`src/rtl/fx_regbank_if.sv`:
```
// fx bus port bundle: one write and one read channel, registered read data.
interface fx_regbank_if;
    logic        fx_wr;
    logic [21:0] fx_waddr;
    logic [7:0]  fx_data;
    logic        fx_rd;
    logic [21:0] fx_raddr;
    logic [7:0]  fx_q;

    modport master (
        output fx_wr, fx_waddr, fx_data, fx_rd, fx_raddr,
        input  fx_q
    );

    modport slave (
        input  fx_wr, fx_waddr, fx_data, fx_rd, fx_raddr,
        output fx_q
    );
endinterface

```
`src/rtl/fx_regbank.sv`:
```
// Parametrised 8-bit register bank on the fx bus: shadowed RW config with atomic
// commit through CTRL, read-only status slices and sticky write-1-to-clear status.
module fx_regbank #(
    parameter int          NREG        = 16,
    parameter logic [15:0] REG_BASE    = 16'h0080,
    parameter logic [7:0]  RST_BASE    = 8'h80,
    parameter logic [63:0] RO_MASK     = 64'h0,
    parameter logic [63:0] STICKY_MASK = 64'h0
) (
    input  logic              clk_sys,
    input  logic              rst_n,
    input  logic [5:0]        dev_id,
    fx_regbank_if.slave       bus,
    input  logic [NREG*8-1:0] sts_in,
    output logic [NREG*8-1:0] cfg_out,
    output logic              cfg_upd
);

    // Offsets are widened by one bit so REG_BASE+NREG cannot wrap.
    localparam logic [16:0] CTRL_OFF = 17'(REG_BASE) + 17'(NREG);

    logic        wsel;
    logic        rsel;
    logic [16:0] woff;
    logic [16:0] roff;
    logic        commit;
    logic [NREG-1:0] rw_wr;
    logic [7:0]  rd_val [NREG];

    logic        pending_q;
    logic        pending_d;
    logic        cfg_upd_q;
    logic [7:0]  fx_q_q;
    logic [7:0]  fx_q_d;

    logic        unused_sts;

    assign wsel   = (bus.fx_waddr[21:16] == dev_id);
    assign rsel   = (bus.fx_raddr[21:16] == dev_id);
    assign woff   = {1'b0, bus.fx_waddr[15:0]};
    assign roff   = {1'b0, bus.fx_raddr[15:0]};
    assign commit = bus.fx_wr && wsel && (woff == CTRL_OFF) && bus.fx_data[0];

    // RW slices of sts_in are intentionally ignored.
    assign unused_sts = ^sts_in;

    generate
        for (genvar gi = 0; gi < NREG; gi++) begin : g_reg
            localparam logic [16:0] REG_OFF = 17'(REG_BASE) + 17'(gi);
            localparam logic [7:0]  RST_VAL = RST_BASE + 8'(gi);

            if (RO_MASK[gi]) begin : g_ro
                assign rd_val[gi]           = sts_in[gi*8 +: 8];
                assign cfg_out[gi*8 +: 8]   = 8'h00;
                assign rw_wr[gi]            = 1'b0;
            end else if (STICKY_MASK[gi]) begin : g_sticky
                logic       wr_hit;
                logic [7:0] wclr;
                logic [7:0] sticky_q;
                logic [7:0] sticky_d;

                assign wr_hit   = bus.fx_wr && wsel && (woff == REG_OFF);
                assign wclr     = wr_hit ? bus.fx_data : 8'h00;
                // Set is OR-ed after the clear so a same-cycle set wins.
                assign sticky_d = (sticky_q & ~wclr) | sts_in[gi*8 +: 8];

                always_ff @(posedge clk_sys or negedge rst_n) begin
                    if (!rst_n) begin
                        sticky_q <= 8'h00;
                    end else begin
                        sticky_q <= sticky_d;
                    end
                end

                assign rd_val[gi]         = sticky_q;
                assign cfg_out[gi*8 +: 8] = 8'h00;
                assign rw_wr[gi]          = 1'b0;
            end else begin : g_rw
                logic       wr_hit;
                logic [7:0] shadow_q;
                logic [7:0] shadow_d;
                logic [7:0] active_q;
                logic [7:0] active_d;

                assign wr_hit   = bus.fx_wr && wsel && (woff == REG_OFF);
                assign shadow_d = wr_hit ? bus.fx_data : shadow_q;
                assign active_d = commit ? shadow_q : active_q;

                always_ff @(posedge clk_sys or negedge rst_n) begin
                    if (!rst_n) begin
                        shadow_q <= RST_VAL;
                        active_q <= RST_VAL;
                    end else begin
                        shadow_q <= shadow_d;
                        active_q <= active_d;
                    end
                end

                assign rd_val[gi]         = shadow_q;
                assign cfg_out[gi*8 +: 8] = active_q;
                assign rw_wr[gi]          = wr_hit;
            end
        end
    endgenerate

    // Only one write per cycle, so a register write and a commit never coincide.
    always_comb begin
        pending_d = pending_q;
        if (|rw_wr) begin
            pending_d = 1'b1;
        end else if (commit) begin
            pending_d = 1'b0;
        end
    end

    always_comb begin
        fx_q_d = 8'h00;
        if (bus.fx_rd && rsel) begin
            if (roff == 17'd0) begin
                fx_q_d = {2'b00, dev_id};
            end else if (roff == CTRL_OFF) begin
                fx_q_d = {7'b0, pending_q};
            end else begin
                for (int i = 0; i < NREG; i++) begin
                    if (roff == 17'(REG_BASE) + 17'(i)) begin
                        fx_q_d = rd_val[i];
                    end
                end
            end
        end
    end

    always_ff @(posedge clk_sys or negedge rst_n) begin
        if (!rst_n) begin
            pending_q <= 1'b0;
            cfg_upd_q <= 1'b0;
            fx_q_q    <= 8'h00;
        end else begin
            pending_q <= pending_d;
            cfg_upd_q <= commit;
            fx_q_q    <= fx_q_d;
        end
    end

    assign bus.fx_q = fx_q_q;
    assign cfg_upd  = cfg_upd_q;

endmodule

```
`src/flat_wrapper.sv`:
```
// flat-port wrapper written by rule: the top's interface ports become plain ports
module fx_regbank_flat 
#(
    parameter int          NREG        = 16,
    parameter logic [15:0] REG_BASE    = 16'h0080,
    parameter logic [7:0]  RST_BASE    = 8'h80,
    parameter logic [63:0] RO_MASK     = 64'h0,
    parameter logic [63:0] STICKY_MASK = 64'h0
)
  (clk_sys, rst_n, dev_id, sts_in, cfg_out, cfg_upd, bus_fx_wr, bus_fx_waddr, bus_fx_data, bus_fx_rd, bus_fx_raddr, bus_fx_q);
  fx_regbank_if bus_i ();
  input  logic clk_sys;
  input  logic rst_n;
  input  logic [5:0] dev_id;
  input  logic [NREG*8-1:0] sts_in;
  output logic [NREG*8-1:0] cfg_out;
  output logic cfg_upd;
  input wire logic [$bits(bus_i.fx_wr)-1:0] bus_fx_wr;
  input wire logic [$bits(bus_i.fx_waddr)-1:0] bus_fx_waddr;
  input wire logic [$bits(bus_i.fx_data)-1:0] bus_fx_data;
  input wire logic [$bits(bus_i.fx_rd)-1:0] bus_fx_rd;
  input wire logic [$bits(bus_i.fx_raddr)-1:0] bus_fx_raddr;
  output wire logic [$bits(bus_i.fx_q)-1:0] bus_fx_q;
  assign bus_i.fx_wr = bus_fx_wr;
  assign bus_i.fx_waddr = bus_fx_waddr;
  assign bus_i.fx_data = bus_fx_data;
  assign bus_i.fx_rd = bus_fx_rd;
  assign bus_i.fx_raddr = bus_fx_raddr;
  assign bus_fx_q = bus_i.fx_q;
  fx_regbank #(.NREG(NREG), .REG_BASE(REG_BASE), .RST_BASE(RST_BASE), .RO_MASK(RO_MASK), .STICKY_MASK(STICKY_MASK)) u_core (.clk_sys(clk_sys), .rst_n(rst_n), .dev_id(dev_id), .bus(bus_i), .sts_in(sts_in), .cfg_out(cfg_out), .cfg_upd(cfg_upd));
endmodule
```
`config.mk`:
```
export PLATFORM = sky130hd
export DESIGN_NAME = fx_regbank_flat
export DESIGN_NICKNAME = d
export VERILOG_FILES = /design/src/rtl/fx_regbank_if.sv /design/src/rtl/fx_regbank.sv /design/src/flat_wrapper.sv
export SDC_FILE = /design/constraint.sdc
export NUM_CORES = 1
export LEC_CHECK = 0
export CORE_UTILIZATION = 53
export DETAILED_ROUTE_END_ITERATION = 6
export MAX_ROUTING_LAYER = met4
export PLACE_DENSITY = 0.85
export REMOVE_ABC_BUFFERS = 1
export SLEW_MARGIN = 25
export SYNTH_ARGS = -nofsm -noshare
export SYNTH_HDL_FRONTEND = slang
export SYNTH_SLANG_ARGS = --single-unit
```
`constraint.sdc`:
```
create_clock -name clk_sys -period 3.4 [get_ports clk_sys]
set_input_delay 0.51 -clock clk_sys [delete_from_list [all_inputs] [get_ports clk_sys]]
set_output_delay 0.51 -clock clk_sys [all_outputs]
set_load 0.005 [all_outputs]
```
[Yosys cells after proc, flatten, opt, wreduce, memory -nomap -nowiden]
Cells that the tools add are included.
Cells by class
  reductions and logical operators: 23
  equal/unequal tests: 36
  muxes and demuxes: 21
Operators with widths (number)
  $eq 16x8->1 const B: 34
  $mux 8: 19
  $logic_and 1x1->1: 20
  $logic_not 17->1: 1
  $reduce_or 16->1: 1
  $eq 6x6->1: 2
  $mux 1: 2
  $reduce_bool 2->1: 1
Word-level totals
  input bits: 190
  register bits: 266
  output and inout bits: 137

[Longest topological paths before layout]
  depth after elaboration: 20
  depth in mapped cells: 9
  mapped depth without buffers: 6

[Worst setup path before layout]
Ideal clock, no wire load.
  kind: input -> register
  from: input port bus_fx_waddr[9]
  to: register u_core.g_reg[10].g_rw.active_q[0]
  library setup time: 0.127 ns
  data arrival time: 2.312 ns
  setup slack: 0.960 ns
  stages on the path: 8
  cell sequence: or4b_4 > nor3_4 > and4b_2 > nand2_4 > nor2_4 > buf_12 > buf_8 > mux2_1
Between the ends
  cells in the longest elaborated chain, start to end: 3
RTL lines
  start: declaration: line flat_wrapper.sv:19  | input wire logic [$bits(bus_i.fx_waddr)-1:0] bus_fx_waddr;
  $eq 16x8->1: line fx_regbank.sv:42  | assign commit = bus.fx_wr && wsel && (woff == CTRL_OFF) && bus.fx_data[0];
  $logic_and 1x1->1 (2 in series): line fx_regbank.sv:42
  end signal: assignment: line fx_regbank.sv:95  | active_q <= active_d;
  end: declaration: line fx_regbank.sv:82  | logic [7:0] active_q;
Every way passes these cells.
A chain may end at the register's enable or synchronous reset.

[Final worst setup path]
  from: input port bus_fx_raddr[7]
  to: register u_core.fx_q_q[2], in the netlist u_core.bus.fx_q[2]
Between the ends
  cells in the longest elaborated chain, start to end: 20
RTL lines
  start: declaration: line flat_wrapper.sv:22  | input wire logic [$bits(bus_i.fx_raddr)-1:0] bus_fx_raddr;
  $eq 16x8->1: line fx_regbank.sv:125  | if (roff == 17'(REG_BASE) + 17'(i)) begin
  $mux 8 (16 in series): line fx_regbank.sv:125
  $mux 8: line fx_regbank.sv:121  | end else if (roff == CTRL_OFF) begin
  $mux 8 *: line fx_regbank.sv:119  | if (roff == 17'd0) begin
  $mux 8 *: line fx_regbank.sv:118  | if (bus.fx_rd && rsel) begin
  via u_core.fx_q_d[2]: line fx_regbank.sv:34  | logic [7:0] fx_q_d;
  end signal: assignment: line fx_regbank.sv:141  | fx_q_q <= fx_q_d;
  end: declaration: line fx_regbank.sv:33  | logic [7:0] fx_q_q;
Mark *: on every way through the listed nets, which the timed path passes. The rest lies on a longest branch.

==> results.cfg <==
[run_status]
status = finished with violations
violations = DRC

[synth]
synth_area_leaders = dfrtp_1, dfstp_2, mux2_2
synth_top_area_share_pct = 35.3
ys_warn_count = 0
yosysTopAreaCell = dfrtp_1
synth.most_common_cell = dfrtp_1
yosysUniqueCellTypes = 76
syn_inst = 851
ys_async_sr_fraction_pct = 100
mappedNetlistArea_mm2 = 0.0120
ys_seq_area_share_pct = 56.2
ys_seq_elements = 266
synth_commonest_cells = dfrtp_1, mux2_2, mux2_1, dfstp_2, clkbuf_1
synth-edff-count = 0
ys_dominant_reg_cell = dfrtp_1
synth_area_per_cell_um2 = 14.2

[clocking]
cts.clk_slew.worst_paths_ps = 60
numCtsBuffers = 26
post_cts_buffers = 0
cts_resized = 0
cts_root_buf = clkbuf_16
clock-sinks = 266
insertion_delay_ps = 530
clk_path_buf_depth = 3
cts_tree = done
cts_max_level = 1
cts_hold_buffers = 0

[finish]
nets = 1269
post_route_cells_drive_above_1_share_pct = 34.3
num-fill-cells = 1506
area_delta_synth_final_pct = 28.4
fin_cells = 1383

[critical_path]
r2r-end = u_core.bus.fx_q[2]
reg2reg_slack_ps = 1380
rr_startpoint = u_core.g_reg[7].g_rw.shadow_q[2]
critical_path_arrival_ps = 3290
required_ps = 3810
end_kind = register
r2r_cells = 6
crit_fanout = 9
startpoint_type = input port
crit_type = in2reg

[pwr]
p_sw_share_pct = 21.6
leakagePower_nw = 6.96
power_w = 0.00651
pwr-share-seq_pct = 48.7
ir_drop_uv = 336
p_int_w = 0.00510
p_comb_share_pct = 4.8
p_clk_share_pct = 46.4
power_density_mw_per_mm2 = 421
p_sw_w = 0.00141

[sta]
min_period_ps = 2880
relSlewSlack_pct = 34.1
rsz0062_at_grt = no
hold_viol = 0
worst_slew_pin_slew_ps = 985
drv_slew = 0
post-route-period-util_pct = 84.8
hold_slack_ps = 36.2
fin_skew_ps = 8.95
setup_violations = 0
fmaxAchievable_ghz = 0.347
setup_tns_ps = 0

[floorplan]
fp.dieArea_mm2 = 0.0233
chipHeight_um = 153
start_util_pct = 54.7
ios = 327
core_area_mm2 = 0.0220
die_w_um = 153
rows = 54

[routing]
drt_iter0_drc = 577
route.met2.wl_um = 16400
drtAntennaViolNets = 0
drt-met1-wl_um = 14200
vias = 8281
via_per_inst = 5.99
top_layer_used = met4
wirelength_um = 33800
wl_met3_um = 2070
drt-wirelength-per-cell_um = 24.4
drc = 18
firstDrtPassIters = 7

[grt]
antenna_found_initial = 2
grt_max_degree = 105
grt.overflow.total = 0
grt_pass1_wl_um = 52100
grt.total_usage_pct = 30.3
grt_pass1_vias = 8728

[placed_design]
portBuffers = 198
dp_cells = 1331
dp.final_hpwl_um = 24000
gp_congestion = 0.955

[hold_path]
min_path_type = in2async

[job]
cap_viol_max_count = 0
-- critical path, cell delays in order --
cell and delay (ps):
clkdlybuf4s50_1 690, nor4b_2 320, buf_4 230, and4_1 340
nand2_1 90, a22oi_1 470, o21ai_0 260, a221oi_1 370
-- area by class of cell --
cell class	count	area, µm²	share of cell area (%)
tap	280	350	2.27
sequential	266	6780	43.8
multi-input combinational	527	4900	31.7
inverter	7	26.3	0.170
timing repair buffer	251	2500	16.2
antenna	4	10.0	0.0647
clock inverter	7	113	0.728
clock buffer	41	788	5.10
-- cell families after synthesis --
family,count (synthesis),synth area share [%]
DFF,266,56.2
muxes,279,26.9
AOI/OAI and AO/OA,92,5.14
and+or+nand+nor,143,7.50
buffers and inverters,58,3.22
xor gates and xnor gates,13,0.945
-- cell usage in the layout, fill, tap and decap left out, types with 9 or more instances in the layout --
master           count
buf_4               43
o21ai_0             20
nand4_1             13
nor2_1              17
nand2_1             19
nor3_1               9
nand3_1             17
buf_12              10
a21oi_1             19
dfrtp_1            170
clkbuf_16           27
clkdlybuf4s50_1    196
mux2i_1             12
mux2_2             142
mux2_1             109
dfstp_2             96
-- state kept, by name (all words and copies together), names as in the netlist --
signal,cells
u_core.bus.fx_q,8
u_core.pending_q,1
u_core.g.g_rw.shadow_q,128
u_core.g.g_rw.active_q,128
u_core.cfg_upd,1
-- worst max path at each step --
stage | start | endpoint | slack (ps) | depth (start not counted)
2_1_floorplan | bus_fx_waddr[9] | u_core.g_reg[0].g_rw.active_q[6] | -680 | 6
3_3_place_gp | bus_fx_raddr[7] | u_core.bus.fx_q[2] | 160 | 8
3_5_place_dp | bus_fx_raddr[7] | u_core.bus.fx_q[2] | 190 | 8
4_1_cts | bus_fx_raddr[7] | u_core.bus.fx_q[2] | 720 | 8
5_1_grt | bus_fx_raddr[7] | u_core.bus.fx_q[2] | 330 | 8
6_report | bus_fx_raddr[7] | u_core.bus.fx_q[2] | 520 | 8
-- power groups by stage --
stage	clock network, W	registers (W)	logic (W)
6_report	0.00302	0.00317	0.000313
5_1_grt	0.00317	0.00317	0.000337
4_1_cts	0.00304	0.00317	0.000313
3_5_place_dp	0	0.00322	0.000312
3_3_place_gp	0	0.00322	0.000308
2_1_floorplan	0	0.00323	0.0000615
-- per-stage QoR --
stage	worst slack (ps)	area, µm²	utilization, %
3_5_place_dp	187	14600	66.1
4_1_cts	717	15500	70.2
2_1_floorplan	-685	11700	-
5_1_grt	331	15500	70.2
6_report	518	15500	70.2
3_3_place_gp	165	14600	66.1
-- routing by layer --
layer  vias up  GRT usage [%]
met4         0           9.81
met2       344           49.3
li1       3609              -
met3        76           4.66
met5         -              -
met1      4252           38.9
No activity file was read; power rests on OpenSTA's default activity.
